### src/rtl/v_elem_issue_seq.sv
// v_elem_issue_seq
// Element-group issue sequencer for the vector core control unit. It takes one
// vector instruction at a time over a valid/ready handshake. It then pulses
// load_o once and issues ceil(vl/VLANE_NUM) element groups on shift_en_o.
// For reductions it follows with VLANE_NUM-1 partial-result shifts. A
// one-cycle done_o pulse ends the instruction. stall_i freezes the issue and
// partial phases.
//
// Ports
//   clk_i            clock, rising edge
//   rst_i            asynchronous reset, active low
//   instr_valid_i    instruction offered
//   instr_ready_o    sequencer idle, will accept
//   vl_i             vector length of offered instruction
//   reduction_i      offered instruction is a reduction
//   stall_i          downstream backpressure (gates shift_en_o / shift_partial_o)
//   load_o           one-cycle load pulse to the validity tracker
//   vl_o             vl latched at accept, stable until the next accept
//   shift_en_o       issue one element group this cycle
//   shift_partial_o  advance partial-result validity by one lane
//   elem_idx_o       group index of the current shift_en_o
//   last_o           qualifies the final shift_en_o of the instruction
//   done_o           one-cycle pulse when the instruction is fully sequenced
//
// state   | meaning
// --------+-----------------------------------------------------------
// IDLE    | ready for an instruction; latch vl/reduction on accept
// LOAD    | load pulse, clear group and partial counters
// ISSUE   | one element group per unstalled cycle
// PARTIAL | VLANE_NUM-1 partial shifts (reductions only)
// DONE    | done pulse, back to IDLE

module v_elem_issue_seq #(
    parameter int  MAX_VL_PER_LANE = 256,
    parameter int  VLANE_NUM       = 8,
    localparam int VLW             = $clog2(VLANE_NUM*MAX_VL_PER_LANE),
    localparam int IW              = $clog2(MAX_VL_PER_LANE)
) (
    input  logic           clk_i,
    input  logic           rst_i,
    input  logic           instr_valid_i,
    output logic           instr_ready_o,
    input  logic [VLW-1:0] vl_i,
    input  logic           reduction_i,
    input  logic           stall_i,
    output logic           load_o,
    output logic [VLW-1:0] vl_o,
    output logic           shift_en_o,
    output logic           shift_partial_o,
    output logic [IW-1:0]  elem_idx_o,
    output logic           last_o,
    output logic           done_o
);

    localparam int GW = IW + 1;
    localparam int LW = $clog2(VLANE_NUM);
    localparam int PW = (LW < 1) ? 1 : LW;

    typedef enum logic [2:0] {
        S_IDLE,
        S_LOAD,
        S_ISSUE,
        S_PARTIAL,
        S_DONE
    } state_t;

    state_t         state_q, state_d;
    logic [VLW-1:0] vl_q;
    logic           red_q;
    logic [GW-1:0]  groups_q;
    logic [IW-1:0]  elem_idx_q;
    logic [PW-1:0]  part_cnt_q;

    logic [GW-1:0]  groups_in;
    logic           is_last;
    logic           part_last;

    // Round up: a non-zero remainder in the low lane bits needs one more group.
    assign groups_in = GW'(vl_i >> LW) + GW'(vl_i[LW-1:0] != '0);

    // groups_q is at least 1 whenever ISSUE is entered, so the subtraction cannot wrap there.
    assign is_last   = ({1'b0, elem_idx_q} == (groups_q - GW'(1)));
    assign part_last = (part_cnt_q == PW'(VLANE_NUM - 2));

    always_ff @(posedge clk_i or negedge rst_i) begin
        if (!rst_i) begin
            state_q <= S_IDLE;
        end else begin
            state_q <= state_d;
        end
    end

    always_comb begin
        state_d = state_q;
        case (state_q)
            S_IDLE:    if (instr_valid_i) state_d = S_LOAD;
            S_LOAD:    state_d = (groups_q == '0) ? S_DONE : S_ISSUE;
            S_ISSUE:   if (!stall_i && is_last) state_d = red_q ? S_PARTIAL : S_DONE;
            S_PARTIAL: if (!stall_i && part_last) state_d = S_DONE;
            S_DONE:    state_d = S_IDLE;
            default:   state_d = S_IDLE;
        endcase
    end

    always_ff @(posedge clk_i or negedge rst_i) begin
        if (!rst_i) begin
            vl_q       <= '0;
            red_q      <= 1'b0;
            groups_q   <= '0;
            elem_idx_q <= '0;
            part_cnt_q <= '0;
        end else begin
            case (state_q)
                S_IDLE: begin
                    if (instr_valid_i) begin
                        vl_q     <= vl_i;
                        red_q    <= reduction_i;
                        groups_q <= groups_in;
                    end
                end
                S_LOAD: begin
                    elem_idx_q <= '0;
                    part_cnt_q <= '0;
                end
                S_ISSUE: begin
                    // Index stays on the final group so it reads back as groups-1 afterwards.
                    if (!stall_i && !is_last) elem_idx_q <= elem_idx_q + 1'b1;
                end
                S_PARTIAL: begin
                    if (!stall_i) part_cnt_q <= part_cnt_q + 1'b1;
                end
                default: ;
            endcase
        end
    end

    always_comb begin
        instr_ready_o   = (state_q == S_IDLE);
        load_o          = (state_q == S_LOAD);
        shift_en_o      = (state_q == S_ISSUE) && !stall_i;
        shift_partial_o = (state_q == S_PARTIAL) && !stall_i;
        last_o          = (state_q == S_ISSUE) && !stall_i && is_last;
        done_o          = (state_q == S_DONE);
        vl_o            = vl_q;
        elem_idx_o      = elem_idx_q;
    end

endmodule

### config.mk
export PLATFORM = sky130hd
export DESIGN_NAME = v_elem_issue_seq
export DESIGN_NICKNAME = d
export VERILOG_FILES = /design/src/rtl/v_elem_issue_seq.sv
export SDC_FILE = /design/constraint.sdc
export NUM_CORES = 1
export LEC_CHECK = 0
export CAP_MARGIN = 20
export CORE_MARGIN = 5
export CORE_UTILIZATION = 55
export DETAILED_ROUTE_END_ITERATION = 10
export GPL_TIMING_DRIVEN = 0
export PLACE_DENSITY_LB_ADDON = 0.25
export REMOVE_ABC_BUFFERS = 1
export SETUP_SLACK_MARGIN = 0.02
export SLEW_MARGIN = 10
export SYNTH_ARGS = -nofsm -noshare
export SYNTH_HDL_FRONTEND = slang
export SYNTH_SLANG_ARGS = --single-unit
### constraint.sdc
create_clock -name clk_i -period 6.35 [get_ports clk_i]
set_input_delay 1.27 -clock clk_i [delete_from_list [all_inputs] [get_ports clk_i]]
set_output_delay 1.27 -clock clk_i [all_outputs]
set_load 0.05 [all_outputs]
# After elaboration in Yosys (flattened, before gate mapping)
# Index checks and enable logic that the tools add are counted.
[classes]
n_reduce_logical = 17
n_addsub = 4
n_eq_ne = 11
mux = 10
[op_table]
columns = ["operator", "count"]
rows = [
  ["$mux W3", 6],
  ["$pmux W8 S2", 1],
  ["$pmux W3 S4", 1],
  ["$ne A2 B2 Y1 const B", 5],
  ["$add A8 B1 Y9", 1],
  ["$eq A8 B9 Y1", 1],
  ["$logic_not A9 Y1", 1],
  ["$sub A9 B1 Y9 const B", 1],
  ["$add A8 B1 Y8 const B", 1],
  ["$mux W8", 1],
  ["$eq A3 B2 Y1 const B", 2],
  ["$eq A3 B3 Y1 const B", 2],
  ["$logic_and A1 B1 Y1", 6],
  ["$pmux W3 S2", 1],
  ["$reduce_and A2 Y1", 3],
  ["$reduce_bool A2 Y1", 2],
  ["$add A3 B1 Y3 const B", 1],
  ["$eq A3 B1 Y1 const B", 1],
  ["$logic_not A3 Y1", 1],
  ["$reduce_and A3 Y1", 1],
  ["$reduce_bool A3 Y1", 1],
  ["$logic_not A1 Y1", 2],
]
[totals]
in_bits = 16
word_cells = 48
reg_bits = 35

# Logic depth before layout (Yosys ltp)
# Gate-level depths: netlist of the first run.
[depth]
ltp_word = 6
depth_mapped = 9
mapped_depth_nobuf = 8

# Least setup slack after synthesis of the first run
# Ideal clock, no wire load.
[synth_path]
path_kind = "input port to output port"
start = "in stall_i"
end = "out last_o"
arrival_time_ns = 2.908
required_time_ns = 5.080
slack_ns = 2.172
path_stages = 3
cell_sequence = "nand2b_1 > or3_1 > nor3_1"
[synth_between]
elab_chain_cells = 3
[synth_lines]
columns = ["item", "line_no", "source"]
rows = [
  ["from (decl)", "45", "input logic stall_i,"],
  ["$logic_not A1 Y1", "142", "last_o = (state_q == S_ISSUE) && !stall_i && is_last;"],
  ["$logic_and A1 B1 Y1 (2 in series)", "142", ""],
  ["to (decl)", "51", "output logic last_o,"],
]
# No other way between the ends.

# Worst setup path after layout of the first run
# Ends and elaborated chain as after synthesis.

==> impl_metrics.ini, run 1 <==
[status]
outcome = complete, no violations

[grt]
use_met1_pct = 24.4
grt_pass1_vias = 1713
grt_pass1_wl_um = 7850
grt_usage_pct = 18.9
met3_usage_pct = 6.89
top_usage_layer = met2
grt.met2_usage_pct = 29.7
gr-total-overflow = 0
antenna_found_initial = 0
grt_max_degree = 36

[clock_network]
root_buffer = clkbuf_8
cts_tree = built
clkSinkCount = 35
cts_setup_buffers = 0
clockBufferDepth = 2
h-tree-depth = 2
cts.clk_slew.worst_paths_ns = 0.07
cts_resized = 0
worst_skew_pair.late_latency_ns = 0.29
cts_hold_buffers = 0
cts-buffers-inserted = 5

[sta]
max_freq_mhz = 214
fin_skew_ns = 0.00634
tightest_slew_ns = 1.09
layout_setup_ws_ns = 1.67
period_needed_ns = 4.68
slew_viol_final = 0
fin_tns_setup_ns = 0
finalHoldViolCount = 0
fin_crit_sh_pct = 73.7
rsz0062_at_grt = false
setup_viol = 0
relSlewSlack_pct = 27.4

[pwr]
intPower_mw = 0.485
power_density_nw_per_um2 = 289
switchingPower_mw = 0.293
p_sw_share_pct = 37.7
clockPowerShare_pct = 26.7
power_frac_comb_pct = 34.7
p_seq_share_pct = 38.6
ir_drop_v = 0.000168
p_leak_nw = 1.15

[floorplanning]
core-area_sq_um = 3740
start_util_pct = 57.9
die_h_um = 72.8
die_area_sq_um = 5300
pin_count = 41
core.rowCount = 22
die_w_um = 72.8

[setup_path]
path_max_fanout = 6
rrSetupSlack_ns = 3.81
r2r_cells = 8
end_kind = output port
rr_startpoint = groups_q[0]
worstPathArrival_ns = 3.41
r2r-end = state_q[2]
crit_required_ns = 5.08
critPathKind = in2out
start_kind = input pin

[final_layout]
syn_to_final_growth_pct = 23.9
antenna_cells = 0
drive_gt1_share_pct = 13.0
regArea_sq_um = 876
final_common_cell = clkdlybuf4s50_1
layout_common_cells = 39 x clkdlybuf4s50_1, 35 x dfrtp_1, 18 x nand2_1, 15 x nor2_1, 13 x xnor2_1
nNetsFinal = 283
final_core_util_pct = 71.8
fillers = 302
multi_input_area_sq_um = 1210

[synth]
synth_seq_cells = 35
synthCells = 222
syn_area_sq_um = 2170
yosysSeqAreaShare_pct = 40.4
async_flop_share_pct = 100
ys.flop_type = dfrtp_1
synth_cell_type_count = 47
syn_avg_cell_area_sq_um = 9.77
synth_edf_count = 0
yosysWarningCount = 0

[place]
io_buffers = 40
dp_slack_ns = 1.70
dpl.hpwl_um = 3170
gp_congestion = 0.790

[detailed_routing]
drc = 0
wirelength_um = 4450
wire_per_inst_um = 14.4
drt_iter0_markers = 84
antenna_left = 0
via_per_inst = 5.56
vias = 1717
first_pass_iters = 4

[hold_path]
min_to = vl_o[1]
whs_path_depth = 1
hold_path_startpoint = vl_o[1]
hp-class = reg2reg

[job]
cap_viol_max_count = 0
flip-flops by register name, indices dropped and copies added (netlist names):
signal	count
elem_idx_o	8
groups_q	9
part_cnt_q	3
red_q	1
state_q	3
vl_o	11
cell families (layout without fill, tap and decap cells):
kind of cell | after synthesis | count (layout) | share of synthesized area [%]
buf+inv | 17 | 56 | 3.87
simple gates | 87 | 87 | 22.2
flops | 35 | 35 | 40.4
compound gates | 40 | 40 | 13.3
xor+xnor | 18 | 18 | 7.27
mux | 18 | 18 | 9.00
fa+ha+maj | 7 | 7 | 4.04
power by group through the flow:
stage / clock, mW / combinational [mW] / sequential (mW)
after floorplan: 0 / 0.101 / 0.379
after global placement: 0 / 0.266 / 0.303
after detailed placement: 0 / 0.271 / 0.303
after CTS: 0.211 / 0.272 / 0.300
after global routing: 0.224 / 0.289 / 0.307
final: 0.208 / 0.270 / 0.300
cells in the mapped netlist, types with 3 or more instances:
library cell	count	area [sq um]
nand2b_1	8	50.1
ha_1	7	87.6
nor3b_1	3	22.5
a21oi_1	9	45.0
o21ai_1	4	20.0
nor3_1	6	30.0
nand3_1	9	45.0
a21oi_2	6	52.6
nor2_1	15	56.3
nor3_2	4	40.0
and3_1	3	18.8
mux2i_1	6	60.1
clkbuf_1	4	15.0
xor2_1	5	43.8
mux2_1	5	56.3
inv_1	7	26.3
nand4_1	5	31.3
dfrtp_1	35	876
or3_1	4	25.0
o21ai_0	6	30.0
mux2_2	7	78.8
and4_1	3	26.3
xnor2_1	13	114
nand2_1	18	67.6
metal layers:
| layer | vias to the layer above | wire length, um |
|---|---|---|
| li1 | 861 | - |
| met4 | 0 | 48 |
| met2 | 33 | 2110 |
| met5 | - | 0 |
| met3 | 5 | 250 |
| met1 | 818 | 2040 |
critical path: stages:
cell and delay (ns):
clkdlybuf4s50_1 0.44, nand2b_1 0.17, or3_1 0.44, nor3_1 0.26
clkdlybuf4s50_1 0.84
how the worst max path moves through the flow:
stage	endpoint	from
after detailed placement	last_o	stall_i
after CTS	last_o	stall_i
after global routing	last_o	stall_i
after floorplan	last_o	stall_i
final	last_o	stall_i
after global placement	last_o	stall_i
cell type report:
cell class	count	share of cell area (%)
inverter	8	1.12
sequential	35	32.6
clock buffer	6	3.07
timing repair buffer	40	14.7
tap	48	2.23
multi-input combinational	170	45.0
clock inverter	2	1.30
stage by stage:
| stage | total power [mW] | hold slack, ns | area, sq um | std cells |
|---|---|---|---|---|
| floorplan | 0.480 | 0.472 | 2110 | 213 |
| finish | 0.778 | 0.485 | 2690 | 309 |
| CTS | 0.783 | 0.491 | 2690 | 309 |
| global placement | 0.569 | 0.467 | 2570 | 301 |
| global route | 0.820 | 0.509 | 2690 | 309 |
| detailed placement | 0.575 | 0.475 | 2570 | 301 |
No activity file was read; power rests on OpenSTA's default activity.
==> inputs of run 2 (changes only) <==
- CORE_UTILIZATION: 55 -> 47
- clock period: 6.35 -> 4.3 ns (I/O delays scaled with it)
==> impl_metrics.ini, run 2 (same netlist as run 1, synthesis figures left out) <==
[sta]
slew_viol_final = 0
fin_crit_sh_pct = 87.6
period_needed_ns = 3.77
setup_viol = 0
relSlewSlack_pct = 46.1
layout_setup_ws_ns = 0.531
holdWs_ns = 0.495
fin_skew_ns = 0.00703
finalHoldViolCount = 0
fin_tns_setup_ns = 0
rsz0062_at_grt = false
max_freq_mhz = 265
tightest_slew_ns = 0.808

[detailed_routing]
first_pass_iters = 4
vias = 1701
via_per_inst = 5.43
antenna_left = 0
wire_per_inst_um = 14.2
drc = 0
drt_iter0_markers = 84
wirelength_um = 4460

[final_layout]
multi_input_area_sq_um = 1210
final_core_util_pct = 60.7
regArea_sq_um = 876
fillers = 387
antenna_cells = 0
layout.cells.non_filler = 313
final_area_sq_um = 2680
drive_gt1_share_pct = 13.0
largest_reg_flops = 11
nNetsFinal = 284
final_common_cell = clkdlybuf4s50_1
syn_to_final_growth_pct = 23.6
layout_common_cells = 38 x clkdlybuf4s50_1, 35 x dfrtp_1, 18 x nand2_1, 15 x nor2_1, 13 x xnor2_1

[setup_path]
r2r_cells = 8
rr_startpoint = groups_q[0]
start_kind = input pin
end_kind = output port
worstPathArrival_ns = 2.91
endpoint = shift_en_o
cp-startpoint = stall_i
critPathKind = in2out
crit_required_ns = 3.44
r2r-end = state_q[2]
path_max_fanout = 6
rrSetupSlack_ns = 1.73

[floorplanning]
pin_count = 41
die_area_sq_um = 6070
core.rowCount = 24
die_w_um = 77.9
die_h_um = 77.9
core-area_sq_um = 4410
start_util_pct = 49.1

[pwr]
power_mw = 1.08
ir_drop_v = 0.000262
p_leak_nw = 1.16
power_density_nw_per_um2 = 404

[place]
gp_congestion = 0.831
place_area_sq_um = 2570
place_inst = 305
dpl.hpwl_um = 3190
dp_slack_ns = 0.488
io_buffers = 40

[clock_network]
cts-buffers-inserted = 5
clockBufferDepth = 2
cts.clk_slew.worst_paths_ns = 0.07
cts_setup_buffers = 0
root_buffer = clkbuf_8
worst_skew_pair.late_latency_ns = 0.29
clkSinkCount = 35
h-tree-depth = 2
cts_hold_buffers = 0
cts_resized = 0
cts_tree = built

[status]
outcome = complete, no violations

[grt]
grt_usage_pct = 15.5
antenna_found_initial = 0
grt_pass1_wl_um = 7740
grt_max_degree = 36
gr-total-overflow = 0
grt_pass1_vias = 1710

[job]
cap_viol_max_count = 0

[hold_path]
hp-class = reg2reg
[run 2: cell types whose count changed in the layout (fill, tap and decap cells not counted), sizes merged]
cell           before  now
buf                 1    2
bufinv              1    0
clkdlybuf4s50      39   38
dlymetal6s2s        0    1
[run 2: cell type report]
cell class	count	area share, %
Multi-Input combinational cell	170	45.1
Sequential cell	35	32.7
Timing Repair Buffer	41	15.4
Tap cell	52	2.43
Inverter	8	1.12
Clock inverter	1	0.187
Clock buffer	6	3.08
[run 2: how the worst min path moves through the flow]
| stage | depth (start not counted) | start | slack [ns] | endpoint |
|---|---|---|---|---|
| after CTS | 1 | vl_o[1] | 0.50 | vl_o[1] |
| after global routing | 1 | vl_o[8] | 0.52 | vl_o[8] |
| after global placement | 1 | vl_o[1] | 0.47 | vl_o[1] |
| final | 1 | vl_o[1] | 0.49 | vl_o[1] |
| after floorplan | 1 | part_cnt_q[0] | 0.47 | part_cnt_q[0] |
| after detailed placement | 1 | vl_o[10] | 0.48 | vl_o[10] |
[run 2: power breakdown]
group	internal [mW]	switching, mW	leakage [nW]	total [mW]
combinational	0.163	0.232	0.671	0.395
sequential	0.365	0.0817	0.442	0.447
clock	0.126	0.116	0.0470	0.242
total	0.654	0.430	1.16	1.08
[run 2: layer usage]
| layer | track usage, % | vias up | share of wire, % | wire length [um] |
|---|---|---|---|---|
| met5 | 0 | - | 0 | 0 |
| met3 | 5.32 | 4 | 5.3 | 235 |
| met2 | 24.2 | 29 | 46 | 2050 |
| met4 | 4.05 | 0 | 0.78 | 35 |
| met1 | 20.5 | 804 | 48 | 2140 |
| li1 | - | 864 | - | - |
[run 2: critical path, stage by stage]
cell and delay, ns:
clkdlybuf4s50_1 0.44, nand2b_1 0.16, or3_1 0.42, inv_1 0.19
clkdlybuf4s50_1 0.83
